$ cat src/rtl/round_controller.sv
// round_controller: game-round sequencer between the gameplay datapath and the
// top-level game-state FSM. Counts pellets and lives, times the ready/death
// pauses and the frightened window, and freezes or respawns the sprites.
//
// Optional feature: define ROUND_CTRL_EXTRA_LIFE_EN to award one bonus life when
// pellets_left reaches TOTAL_PELLETS - EXTRA_LIFE_PELLETS (once per game).
//
// Ports:
//   Clk, Reset        - clock, synchronous active-high reset
//   reseton           - synchronous clear from the top-level FSM (same as Reset)
//   frame_tick        - one pulse per video frame
//   pellet_eaten      - normal pellet consumed (pulse)
//   power_eaten       - power pellet consumed (pulse)
//   ghost_hit         - Pacman/ghost overlap (pulse)
//   freeze            - sprites must not move
//   respawn           - one-cycle pulse, sprites return home
//   frightened        - ghosts vulnerable
//   over, win         - held terminal indications
//   lives             - remaining lives
//   pellets_left      - pellets still on the maze
module round_controller #(
  parameter int unsigned TOTAL_PELLETS      = 244,
  parameter int unsigned START_LIVES        = 3,
  parameter int unsigned READY_FRAMES       = 120,
  parameter int unsigned DEATH_FRAMES       = 90,
  parameter int unsigned FRIGHT_FRAMES      = 360,
  parameter int unsigned EXTRA_LIFE_PELLETS = 100
) (
  input  logic       Clk,
  input  logic       Reset,
  input  logic       reseton,
  input  logic       frame_tick,
  input  logic       pellet_eaten,
  input  logic       power_eaten,
  input  logic       ghost_hit,
  output logic       freeze,
  output logic       respawn,
  output logic       frightened,
  output logic       over,
  output logic       win,
  output logic [2:0] lives,
  output logic [8:0] pellets_left
);

  localparam int unsigned PAUSE_MAX = (READY_FRAMES > DEATH_FRAMES) ? READY_FRAMES : DEATH_FRAMES;
  localparam int unsigned FRAME_W   = ($clog2(PAUSE_MAX + 1) < 1) ? 1 : $clog2(PAUSE_MAX + 1);
  localparam int unsigned FRIGHT_W  = ($clog2(FRIGHT_FRAMES + 1) < 1) ? 1 : $clog2(FRIGHT_FRAMES + 1);

  // Elaboration-time sanity check of the configuration.
  if (START_LIVES < 1 || START_LIVES > 7 || TOTAL_PELLETS < 1 || TOTAL_PELLETS > 511 ||
      EXTRA_LIFE_PELLETS > TOTAL_PELLETS || READY_FRAMES < 1 || DEATH_FRAMES < 1) begin : g_bad_cfg
    $error("round_controller: parameter out of range");
  end

  typedef enum logic [2:0] {S_READY, S_PLAY, S_DYING, S_LOST, S_WON} state_t;

  state_t              state, state_next;
  logic [FRAME_W-1:0]  frame_cnt, cnt_next;
  logic [FRIGHT_W-1:0] fright, fright_next;
  logic [2:0]          lives_next;
  logic [8:0]          pel_next;
  logic                respawn_next;
  logic                ate;

`ifdef ROUND_CTRL_EXTRA_LIFE_EN
  localparam int unsigned BONUS_AT = TOTAL_PELLETS - EXTRA_LIFE_PELLETS;
  logic bonus_done, bonus_next;
`endif

  assign ate = pellet_eaten || power_eaten;

  // State and output registers; every output is derived from next-state values.
  always_ff @(posedge Clk) begin
    if (Reset || reseton) begin
      state        <= S_READY;
      frame_cnt    <= '0;
      fright       <= '0;
      lives        <= 3'(START_LIVES);
      pellets_left <= 9'(TOTAL_PELLETS);
      freeze       <= 1'b1;
      respawn      <= 1'b1;
      frightened   <= 1'b0;
      over         <= 1'b0;
      win          <= 1'b0;
`ifdef ROUND_CTRL_EXTRA_LIFE_EN
      bonus_done   <= 1'b0;
`endif
    end else begin
      state        <= state_next;
      frame_cnt    <= cnt_next;
      fright       <= fright_next;
      lives        <= lives_next;
      pellets_left <= pel_next;
      freeze       <= (state_next != S_PLAY);
      respawn      <= respawn_next;
      frightened   <= (state_next == S_PLAY) && (fright_next != '0);
      over         <= (state_next == S_LOST);
      win          <= (state_next == S_WON);
`ifdef ROUND_CTRL_EXTRA_LIFE_EN
      bonus_done   <= bonus_next;
`endif
    end
  end

  // Next-state logic.
  always_comb begin
    state_next   = state;
    cnt_next     = frame_cnt;
    fright_next  = fright;
    lives_next   = lives;
    pel_next     = pellets_left;
    respawn_next = 1'b0;
`ifdef ROUND_CTRL_EXTRA_LIFE_EN
    bonus_next   = bonus_done;
`endif
    case (state)
      S_READY: begin
        if (frame_tick) begin
          if (frame_cnt == FRAME_W'(READY_FRAMES - 1)) begin
            cnt_next   = '0;
            state_next = S_PLAY;
          end else begin
            cnt_next = frame_cnt + FRAME_W'(1);
          end
        end
      end
      S_PLAY: begin
        // A power pellet reloads the window even if it is already running.
        if (power_eaten) begin
          fright_next = FRIGHT_W'(FRIGHT_FRAMES);
        end else if (frame_tick && fright != '0) begin
          fright_next = fright - FRIGHT_W'(1);
        end
        if (ate && pellets_left != '0) begin
          pel_next = pellets_left - 9'd1;
`ifdef ROUND_CTRL_EXTRA_LIFE_EN
          if (!bonus_done && pel_next == 9'(BONUS_AT)) begin
            bonus_next = 1'b1;
            if (lives != 3'd7) lives_next = lives + 3'd1;
          end
`endif
        end
        // Last pellet beats a same-cycle hit; the hit uses the pre-update window.
        if (ate && pellets_left == 9'd1) begin
          state_next  = S_WON;
          fright_next = '0;
        end else if (ghost_hit && fright == '0) begin
          state_next  = S_DYING;
          fright_next = '0;
          cnt_next    = '0;
        end
      end
      S_DYING: begin
        if (frame_tick) begin
          if (frame_cnt == FRAME_W'(DEATH_FRAMES - 1)) begin
            cnt_next = '0;
            if (lives <= 3'd1) begin
              lives_next = 3'd0;
              state_next = S_LOST;
            end else begin
              lives_next   = lives - 3'd1;
              respawn_next = 1'b1;
              state_next   = S_READY;
            end
          end else begin
            cnt_next = frame_cnt + FRAME_W'(1);
          end
        end
      end
      default: ;
    endcase
  end

endmodule

$ cat config.mk
export PLATFORM = sky130hd
export DESIGN_NAME = round_controller
export DESIGN_NICKNAME = d
export VERILOG_FILES = /design/src/rtl/round_controller.sv
export SDC_FILE = /design/constraint.sdc
export NUM_CORES = 1
export LEC_CHECK = 0
export CAP_MARGIN = 10
export CELL_PAD_IN_SITES_DETAIL_PLACEMENT = 0
export CELL_PAD_IN_SITES_GLOBAL_PLACEMENT = 1
export CORE_ASPECT_RATIO = 0.75
export CORE_UTILIZATION = 41
export CTS_BUF_LIST = sky130_fd_sc_hd__clkbuf_4 sky130_fd_sc_hd__clkbuf_8 sky130_fd_sc_hd__clkbuf_16
export CTS_CLUSTER_SIZE = 40
export DETAILED_ROUTE_END_ITERATION = 8
export GPL_ROUTABILITY_DRIVEN = 0
export PLACE_DENSITY = 0.86
export SETUP_SLACK_MARGIN = 0.3
export SLEW_MARGIN = 10
export SYNTH_ARGS = -nofsm -noshare
export SYNTH_HDL_FRONTEND = slang
export SYNTH_SLANG_ARGS = --single-unit
$ cat constraint.sdc
create_clock -name Clk -period 2.4 [get_ports Clk]
set_input_delay 0.48 -clock Clk [delete_from_list [all_inputs] [get_ports Clk]]
set_output_delay 0.48 -clock Clk [all_outputs]
set_load 0.05 [all_outputs]
### Word-level counts from Yosys, hierarchy flattened

Index checks and enable logic that the tools add are counted.

* flip-flop bits (word level): 36
* latch bits: 0
* bits in writable memories: 0
* ROM bits: 0
* input port bits: 7
* output and inout bits: 17
* logic and storage cells: 69
* memories: 0

* $add $sub $neg: 4
* multiply operators: 0
* divide/modulo/power cells: 0
* magnitude comparators: 1
* equal/unequal tests: 13
* shift operators: 0
* multiplexer cells: 25
* bitwise operators: 0
* reduce and logical (&&, ||, !) cells: 16

Operators by type and width (count)
* 9-bit 2-to-1 mux: 5
* 7-bit 2-to-1 mux: 6
* 9-bit nonzero test: 3
* 3-bit 2-to-1 mux: 7
* 7-bit one-hot mux with 3 select lines: 1
* 9-bit by 1-bit subtractor with 9-bit output, second input constant: 2
* 7-bit == test, second input constant: 2
* 9-bit by 1-bit == test with 1-bit output, second input constant: 1
* 9-bit logical NOT: 1
* 3-bit one-hot mux with 3 select lines: 1
* 2-bit inequality test, second input constant: 4
* 7-bit by 1-bit adder with 7-bit output, second input constant: 1
* 3-bit by 1-bit == test with 1-bit output, second input constant: 2
* 3-bit by 2-bit == test with 1-bit output, second input constant: 2
* 1-bit logical AND: 5
* 5-bit AND reduction: 1
* 1-bit 2-to-1 mux: 4
* 3-bit == test, second input constant: 1
* 3-bit by 1-bit less-or-equal comparator with 1-bit output, second input constant: 1
* 3-bit logical NOT: 1
* 3-bit by 1-bit inequality test with 1-bit output, second input constant: 1
* 3-bit AND reduction: 1
* 3-bit nonzero test: 1
* 3-bit by 1-bit subtractor with 3-bit output, second input constant: 1
* other kinds (3): 4

### Longest topological paths before layout

Gate-level depths: netlist of the first run.

* word-level depth: 9
* mapped depth: 9
* gate-level depth less buffers: 8

### Worst setup path before layout of the first run

OpenSTA, ideal clock, no wires.

* kind: register to register
* from: reg pellets_left[1]
* to: reg frame_cnt[1]
* setup time: 129 ps
* data arrival time: 2142 ps
* data required time: 2271 ps
* path slack: 128 ps
* stages on the path, launching flop included: 8
* path buffers: 0
* clock period less this slack: 2272 ps
* cells stage by stage: dfxtp_1 > inv_1 > ha_1 > and4b_1 > o31a_1 > or2_2 > o21ai_2 > a211oi_1

* longest elaborated chain between the ends: 4

RTL lines
* start, declared: line 42 `output logic [8:0] pellets_left`
* start signal, assigned: line 79 `pellets_left <= 9'(TOTAL_PELLETS);`
* start signal, assigned: line 93 `pellets_left <= pel_next;`
* 9-bit by 1-bit == test with 1-bit output: line 144 `if (ate && pellets_left == 9'd1) begin`
* 1-bit logical AND: line 144
* 2-bit inequality test (no source line)
* 5-bit AND reduction (no source line)
* end signal, assigned: line 90 `frame_cnt <= cnt_next;`
* end, declared: line 58 `logic [FRAME_W-1:0] frame_cnt, cnt_next;`

No other way between the ends.
A chain may end at the register's enable or synchronous reset.

### Final worst setup path of the first run

* from: reg fright[1]
* to: reg frightened

* longest elaborated chain between the ends: 9
* elaborated cells between the ends (all ways): 16
* those cells by class: add/sub (1); eq/ne (1); mux (8); reduce/logical (6)

RTL lines
* start, declared: line 59 `logic [FRIGHT_W-1:0] fright, fright_next;`
* start signal, assigned: line 91 `fright <= fright_next;`
* branches (longest 8 deep; another with 9-bit by 1-bit subtractor with 9-bit output)
* 1-bit logical AND *: line 96 `frightened <= (state_next == S_PLAY) && (fright_next != '0);`
* end signal, assigned: line 96
* end, declared: line 38 `output logic frightened,`

Every way passes the cells marked *.

==> results of run 1 <==
## state kept, by name (all words and copies together), names as in the netlist
| name | cells |
|---|---|
| state | 3 |
| frightened | 1 |
| win | 1 |
| fright | 9 |
| over | 1 |
| frame_cnt | 7 |
| pellets_left | 9 |
| lives | 3 |
| respawn | 1 |
| freeze | 1 |
## synthesized netlist by cell type (all sizes together)
cell type and number:
o21ai 5, o41ai 1, a211oi 2, nor3b 3
or4b 1, or3b 1, a31oi 2, xor2 5
and3 4, nor2 36, nor4 6, o311ai 1
nand4bb 1, o22ai 1, or2 5, or4 4
mux2i 2, o211ai 3, xnor2 12, clkbuf 4
nor2b 3, nand2 22, o31a 1, a311oi 3
dfxtp 36, a21oi 9, a22o 1, o21ba 1
o21a 1, buf 3, nand4b 1, nand2b 4
o41a 1, ha 8, a2bb2oi 2, and4b 1
nor4b 2, a211o 1, nor3 11, nand4 3
nand3 11, inv 8, or3 4
## layout make-up
type                    count  area share (%)
repair buffers             53           17.00
clock inverters             3          0.6890
inverters                   8           1.102
multi-input cells         185           48.74
flip-flops and latches     36           27.33
clock buffers               5           2.526
well taps                  57           2.618
## critical path, delay by kind of cell (launching register included)
| family | cells | cell delay [ns] |
|---|---|---|
| AOI/OAI and AO/OA | 1 | 0.08 |
| xor gates and xnor gates | 1 | 0.13 |
| DFF | 1 | 0.37 |
| and+or+nand+nor | 4 | 1.39 |
## metrics by stage
| stage | TNS (ns) | total power [mW] | cell area, um2 | cells |
|---|---|---|---|---|
| 2_1_floorplan | 0 | 0.6463 | 1986 | 236 |
| 3_3_place_gp | -0.5061 | 0.6779 | 2409 | 329 |
| 3_5_place_dp | -0.7682 | 0.6784 | 2409 | 329 |
| 4_1_cts | 0 | 1.108 | 2597 | 343 |
| 5_1_grt | 0 | 1.148 | 2724 | 347 |
| 6_report | 0 | 1.106 | 2724 | 347 |
## final timing paths
check,start,end,cells after the start
setup reg to reg,fright[1],frightened,6
setup / recovery,fright[1],frightened,6
hold / removal,lives[2],lives[2],2
hold reg to reg,lives[2],lives[2],2
## power by group through the flow
stage	clock network (mW)	logic, mW	registers (mW)
2_1_floorplan	0	0.0283	0.618
3_3_place_gp	0	0.0628	0.615
3_5_place_dp	0	0.0632	0.615
4_1_cts	0.436	0.0717	0.600
5_1_grt	0.467	0.0827	0.598
6_report	0.433	0.0755	0.598
## placed cells by master (no fill, tap or decap), drive strengths merged, types with 5 or more instances in the layout
master,Yosys,routed
xnor2,12,12
clkbuf,4,5
nand3,11,11
nor4,6,6
a21oi,9,9
or2,5,5
buf,3,30
nor3,11,11
nor2,36,36
nand2,22,22
dfxtp,36,36
ha,8,8
o21ai,5,5
inv,8,8
clkdlybuf4s50,0,20
xor2,5,5
## timing repair
item | in CTS | in global routing
pin swaps | 6 | 11
endpoints found under the setup margin | 8 | 16
buffers inserted | 6 | 4
resized for setup | 16 | 25
## cells by family (layout without fill, tap and decap cells)
group                    after synthesis  count (layout)  share of synthesized area [%]
AND/OR/NAND/NOR                      123             123                          33.50
flip-flops                            36              36                          36.41
AO/OA/AOI/OAI                         35              35                          13.53
XOR/XNOR                              17              17                          7.522
multiplexers                           2               2                          1.011
adder cells (fa/ha/maj)                8               8                          5.057
buffers and inverters                 15              69                          2.971
## metal layers
metal / wire [um] / up-vias
met5: 0 / -
met4: 31 / 0
met3: 217 / 5
met2: 2127 / 37
met1: 2461 / 906
li1: - / 949
==> impl_metrics.py, run 1 <==
metrics = {
    "sta": {
        "worst-slew-pin-transition_ns": 0.4971,
        "timing.final.max_slew_violations": 0,
        "setup_viol": 0,
        "setup_ws_ns": 0.3027,
        "worst_clock_skew_ns": 0.01294,
        "hold_viol_final": 0,
        "fmax_mhz": 476.8,
        "timing.final.crit_period_ns": 2.097,
        "grt_setup_unrepaired": "true",
        "period_share_pct": 87.39,
        "max_slew_margin_pct": 66.75,
        "hold-worst-slack_ns": 0.4929,
    },
    "run": {
        "max-cap-violations": 0,
    },
    "power_and_ir_drop": {
        "switchingPower_uw": 270.2,
        "seqPwrFrac_pct": 54.1,
        "power.share.combinational_pct": 6.8,
        "p_leak_nw": 1.066,
        "vdd_ir_drop_max_v": 0.0002749,
        "power-per-cell-area_nw_per_um2": 406.1,
        "power.switching_fraction_pct": 24.43,
        "power.clock.fraction_pct": 39.1,
        "p_int_uw": 835.9,
    },
    "clock_network": {
        "clock_latency_ns": 0.29,
        "cts_tree": "done",
        "h-tree-depth": 2,
        "cts_made_buffers": 5,
        "ctsHoldBuffers": 0,
        "cts.reportedPaths.clkPinSlew_ns": 0.08,
        "max-clock-path-buffers": 2,
        "total_number_of_clock_tree_sinks": 36,
        "clock_tree.root_cell": "sky130_fd_sc_hd__clkbuf_8",
    },
    "logic_synthesis": {
        "synth_top_cell_area_share_pct": 36.41,
        "yosys.area.top_type": "sky130_fd_sc_hd__dfxtp_1",
        "yosysWarningCount": 0,
        "postSynthRegisterBits": 36,
        "syn_avg_cell_area_um2": 8.387,
        "synth_cell_types": 53,
        "synth_seq_area_share_pct": 36.41,
        "syn-num-nets": 251,
        "synth.area.top_cells": "sky130_fd_sc_hd__dfxtp_1 36%, sky130_fd_sc_hd__nor2_1 6.8%, sky130_fd_sc_hd__xnor2_1 5.3%",
        "netlist_area_um2": 1979,
        "post_synth_inst_count": 236,
    },
    "floorplan": {
        "start_util_pct": 43.55,
        "fp.dieArea_um2": 5113,
        "core_region_area_um2": 4546,
        "pin_count": 24,
        "chipWidth_um": 82.23,
        "dieHeight_um": 62.18,
        "cell_row_count": 21,
    },
    "final_layout": {
        "sequential_standard_cell_area_um2": 744.5,
        "nets": 304,
        "n_antenna_cell": 0,
        "total_area_of_multi_input_combinational_cells_um2": 1328,
        "flow.area_growth_from_synthesis_pct": 37.61,
        "fill_cells": 393,
        "layout-drive-gt1-share_pct": 29.66,
        "post-route-util_pct": 59.92,
    },
    "routing": {
        "total_drc_errors_in_the_routed_layout": 0,
        "total_vias_in_the_final_route": 1897,
        "drt-wirelength-per-cell_um": 13.94,
        "detail-route-antenna-nets": 0,
        "route.detailed.vias_per_inst": 5.467,
        "first_iter_violations": 114,
        "totalWireLength_mm": 4.837,
        "drt-pass1-iter-count": 4,
    },
    "worst_setup_path": {
        "crit_arrival_ns": 2.27,
        "crit_path_end_kind": "flip-flop",
        "critical_path.max_stage_delay_ns": 0.53,
        "crit_path_frequent_cell": "sky130_fd_sc_hd__or4_4",
        "cp_cell_sequence": "or4_4 > or4_4 > xnor2_1 > or3_1 > nand3_2 > a31oi_1",
        "timing.setup.critical_path_class": "flip-flop to flip-flop",
        "timing.critical_path.required_ns": 2.57,
        "reg2reg_setup_slack_ns": 0.30,
        "crit_path_max_fanout": 5,
        "crit_slowest_cell": "sky130_fd_sc_hd__or4_4",
        "crit_path_start_kind": "flip-flop",
    },
    "global_routing": {
        "grt-ovfl-total": 0,
        "grt_busiest_layer": "met1",
        "grt_pass1_wl_mm": 7.983,
        "grt_util_met1_pct": 29.83,
        "grt_use_met3_pct": 5.294,
        "gr-usage-met2_pct": 29.24,
        "vias_in_the_first_global_route": 1740,
        "largest_net_degree_at_the_start_of_global_routing": 13,
        "antenna_found_initial": 0,
        "grt.total_usage_pct": 20.20,
    },
    "placed_design": {
        "worst_slack_placed_ns": -0.2692,
        "port-buffer-count": 23,
        "dpl.hpwl_mm": 3.313,
    },
    "outcome": {
        "status": "finished, final reports clean",
    },
    "hold_path": {
        "min_path_type": "flip-flop to flip-flop",
    },
}
Note: power is estimated with default switching activity, not from simulation.
==> run 2, diff against run 1 <==
==> constraint.sdc (replaced) <==
create_clock -name Clk -period 2.35 [get_ports Clk]
set_input_delay 0.47 -clock Clk [delete_from_list [all_inputs] [get_ports Clk]]
set_output_delay 0.47 -clock Clk [all_outputs]
set_load 0.05 [all_outputs]
==> impl_metrics.py, run 2 (synthesis results as in run 1) <==
metrics = {
    "routing": {
        "detail-route-antenna-nets": 0,
        "drt-pass1-iter-count": 4,
        "total_vias_in_the_final_route": 1853,
        "route.detailed.vias_per_inst": 5.294,
        "totalWireLength_mm": 4.985,
        "drt-wirelength-per-cell_um": 14.24,
        "total_drc_errors_in_the_routed_layout": 0,
        "first_iter_violations": 107,
    },
    "outcome": {
        "status": "finished, final reports clean",
    },
    "floorplan": {
        "cell_row_count": 21,
        "core_region_area_um2": 4546,
        "pin_count": 24,
        "chipWidth_um": 82.23,
        "fp.dieArea_um2": 5113,
        "start_util_pct": 43.55,
        "dieHeight_um": 62.18,
    },
    "worst_setup_path": {
        "critical_path.max_stage_delay_ns": 0.54,
        "critPathTopFamily": "simple AND/OR/NAND/NOR gates",
        "crit_arrival_ns": 2.33,
        "cp_cell_sequence": "nand2_2 > or4_4 > o41a_1 > a31oi_4 > nand4_2 > a31oi_1",
        "crit_slowest_cell": "sky130_fd_sc_hd__or4_4",
        "worstPathBufferInverterCount": 0,
        "timing.critical_path.required_ns": 2.57,
        "crit_path_start_kind": "flip-flop",
        "timing.setup.critical_path_class": "flip-flop to flip-flop",
        "crit_path_max_fanout": 6,
        "crit_path_end_kind": "flip-flop",
    },
    "power_and_ir_drop": {
        "power-per-cell-area_nw_per_um2": 450.8,
        "p_leak_nw": 1.081,
        "vdd_ir_drop_max_v": 0.0003066,
        "p_total_mw": 1.243,
    },
    "global_routing": {
        "grt.total_usage_pct": 20.99,
        "largest_net_degree_at_the_start_of_global_routing": 15,
        "vias_in_the_first_global_route": 1665,
        "grt_pass1_wl_mm": 8.066,
        "antenna_found_initial": 0,
        "grt-ovfl-total": 0,
    },
    "sta": {
        "fmax_mhz": 474.2,
        "timing.final.max_slew_violations": 0,
        "hold-worst-slack_ns": 0.4866,
        "setup_viol": 0,
        "hold_viol_final": 0,
        "grt_setup_unrepaired": "true",
        "worst_clock_skew_ns": 0.004535,
        "max_slew_margin_pct": 65.66,
        "worst-slew-pin-transition_ns": 0.5143,
        "period_share_pct": 89.74,
        "timing.final.crit_period_ns": 2.109,
    },
    "placed_design": {
        "dpl.hpwl_mm": 3.475,
        "port-buffer-count": 23,
    },
    "final_layout": {
        "total_area_of_multi_input_combinational_cells_um2": 1309,
        "layout-drive-gt1-share_pct": 29.69,
        "flow.area_growth_from_synthesis_pct": 39.32,
        "final_cell_mix": "36 x sky130_fd_sc_hd__nor2_1, 31 x sky130_fd_sc_hd__buf_4, 21 x sky130_fd_sc_hd__nand2_1, 20 x sky130_fd_sc_hd__clkdlybuf4s50_1, 19 x sky130_fd_sc_hd__dfxtp_1",
        "final_common_cell": "sky130_fd_sc_hd__nor2_1",
        "post-route-util_pct": 60.67,
        "sequential_standard_cell_area_um2": 747.0,
        "layout_top_registers": "fright x9, pellets_left x9, frame_cnt x7",
        "n_antenna_cell": 0,
        "fill_cells": 410,
        "nets": 307,
    },
    "clock_network": {
        "ctsHoldBuffers": 0,
        "clock_latency_ns": 0.29,
        "cts_tree": "done",
        "total_number_of_clock_tree_sinks": 36,
        "clock_tree.root_cell": "sky130_fd_sc_hd__clkbuf_8",
        "max-clock-path-buffers": 2,
        "cts.reportedPaths.clkPinSlew_ns": 0.07,
        "cts_made_buffers": 5,
        "h-tree-depth": 2,
    },
    "run": {
        "max-cap-violations": 0,
    },
    "hold_path": {
        "min_path_type": "flip-flop to flip-flop",
    },
}
==> run 2: cell types whose count changed in the layout (fill, tap and decap cells not counted), sizes merged <==
cell    previous run  this run
bufinv             0         1
clkbuf             5         6
buf               30        33
clkinv             3         1
==> run 2: layer usage <==
layer	vias up	share of wire, %	GRT usage, %
li1	948	-	-
met1	851	51	30.96
met2	45	43	29.03
met3	9	5.0	4.853
met4	0	1.6	7.895
met5	-	0	0
==> run 2: cell type report <==
type | count | share of cell area, %
Clock inverter | 2 | 1.270
Multi-Input combinational cell | 185 | 47.46
Tap cell | 57 | 2.586
Timing Repair Buffer | 56 | 17.74
Inverter | 8 | 1.089
Sequential cell | 36 | 27.09
Clock buffer | 6 | 2.768
==> run 2: final timing paths <==
kind / from / slack, ns / cells past startpoint / end
max: frame_cnt[3] / 0.24 / 6 / frightened
min: lives[2] / 0.49 / 2 / lives[2]
max reg2reg: frame_cnt[3] / 0.24 / 6 / frightened
min reg2reg: lives[2] / 0.49 / 2 / lives[2]
==> run 2: worst register-to-register path, stage by stage, from the launching register on <==
cell,delay (ns)
sky130_fd_sc_hd__dfxtp_1,0.42
sky130_fd_sc_hd__nand2_2,0.11
sky130_fd_sc_hd__or4_4,0.54
sky130_fd_sc_hd__o41a_1,0.43
sky130_fd_sc_hd__a31oi_4,0.21
sky130_fd_sc_hd__nand4_2,0.17
sky130_fd_sc_hd__a31oi_1,0.16
==> run 2: power breakdown <==
part	total [mW]	switching, mW	leakage (nW)	internal (mW)
clock network	0.553	0.227	0.0586	0.326
logic	0.0781	0.0380	0.729	0.0401
registers	0.612	0.00225	0.294	0.610
==> run 2: timing repair <==
action | in CTS | in global routing
gates cloned | 0 | 0
setup endpoints to repair | 9 | 14
pin swaps | 8 | 8
buffers inserted | 9 | 1
gates resized for setup | 20 | 14
==> run 2: metrics by stage <==
stage | std cells | worst slack, ns | TNS, ns | cell area (um2)
5_1_grt | 350 | 0.1822 | 0 | 2758
2_1_floorplan | 236 | 0.2949 | 0 | 1994
3_3_place_gp | 332 | -0.1941 | -0.9265 | 2440
4_1_cts | 349 | 0.2831 | 0 | 2690
3_5_place_dp | 332 | -0.2563 | -1.162 | 2440
6_report | 350 | 0.2410 | 0 | 2758
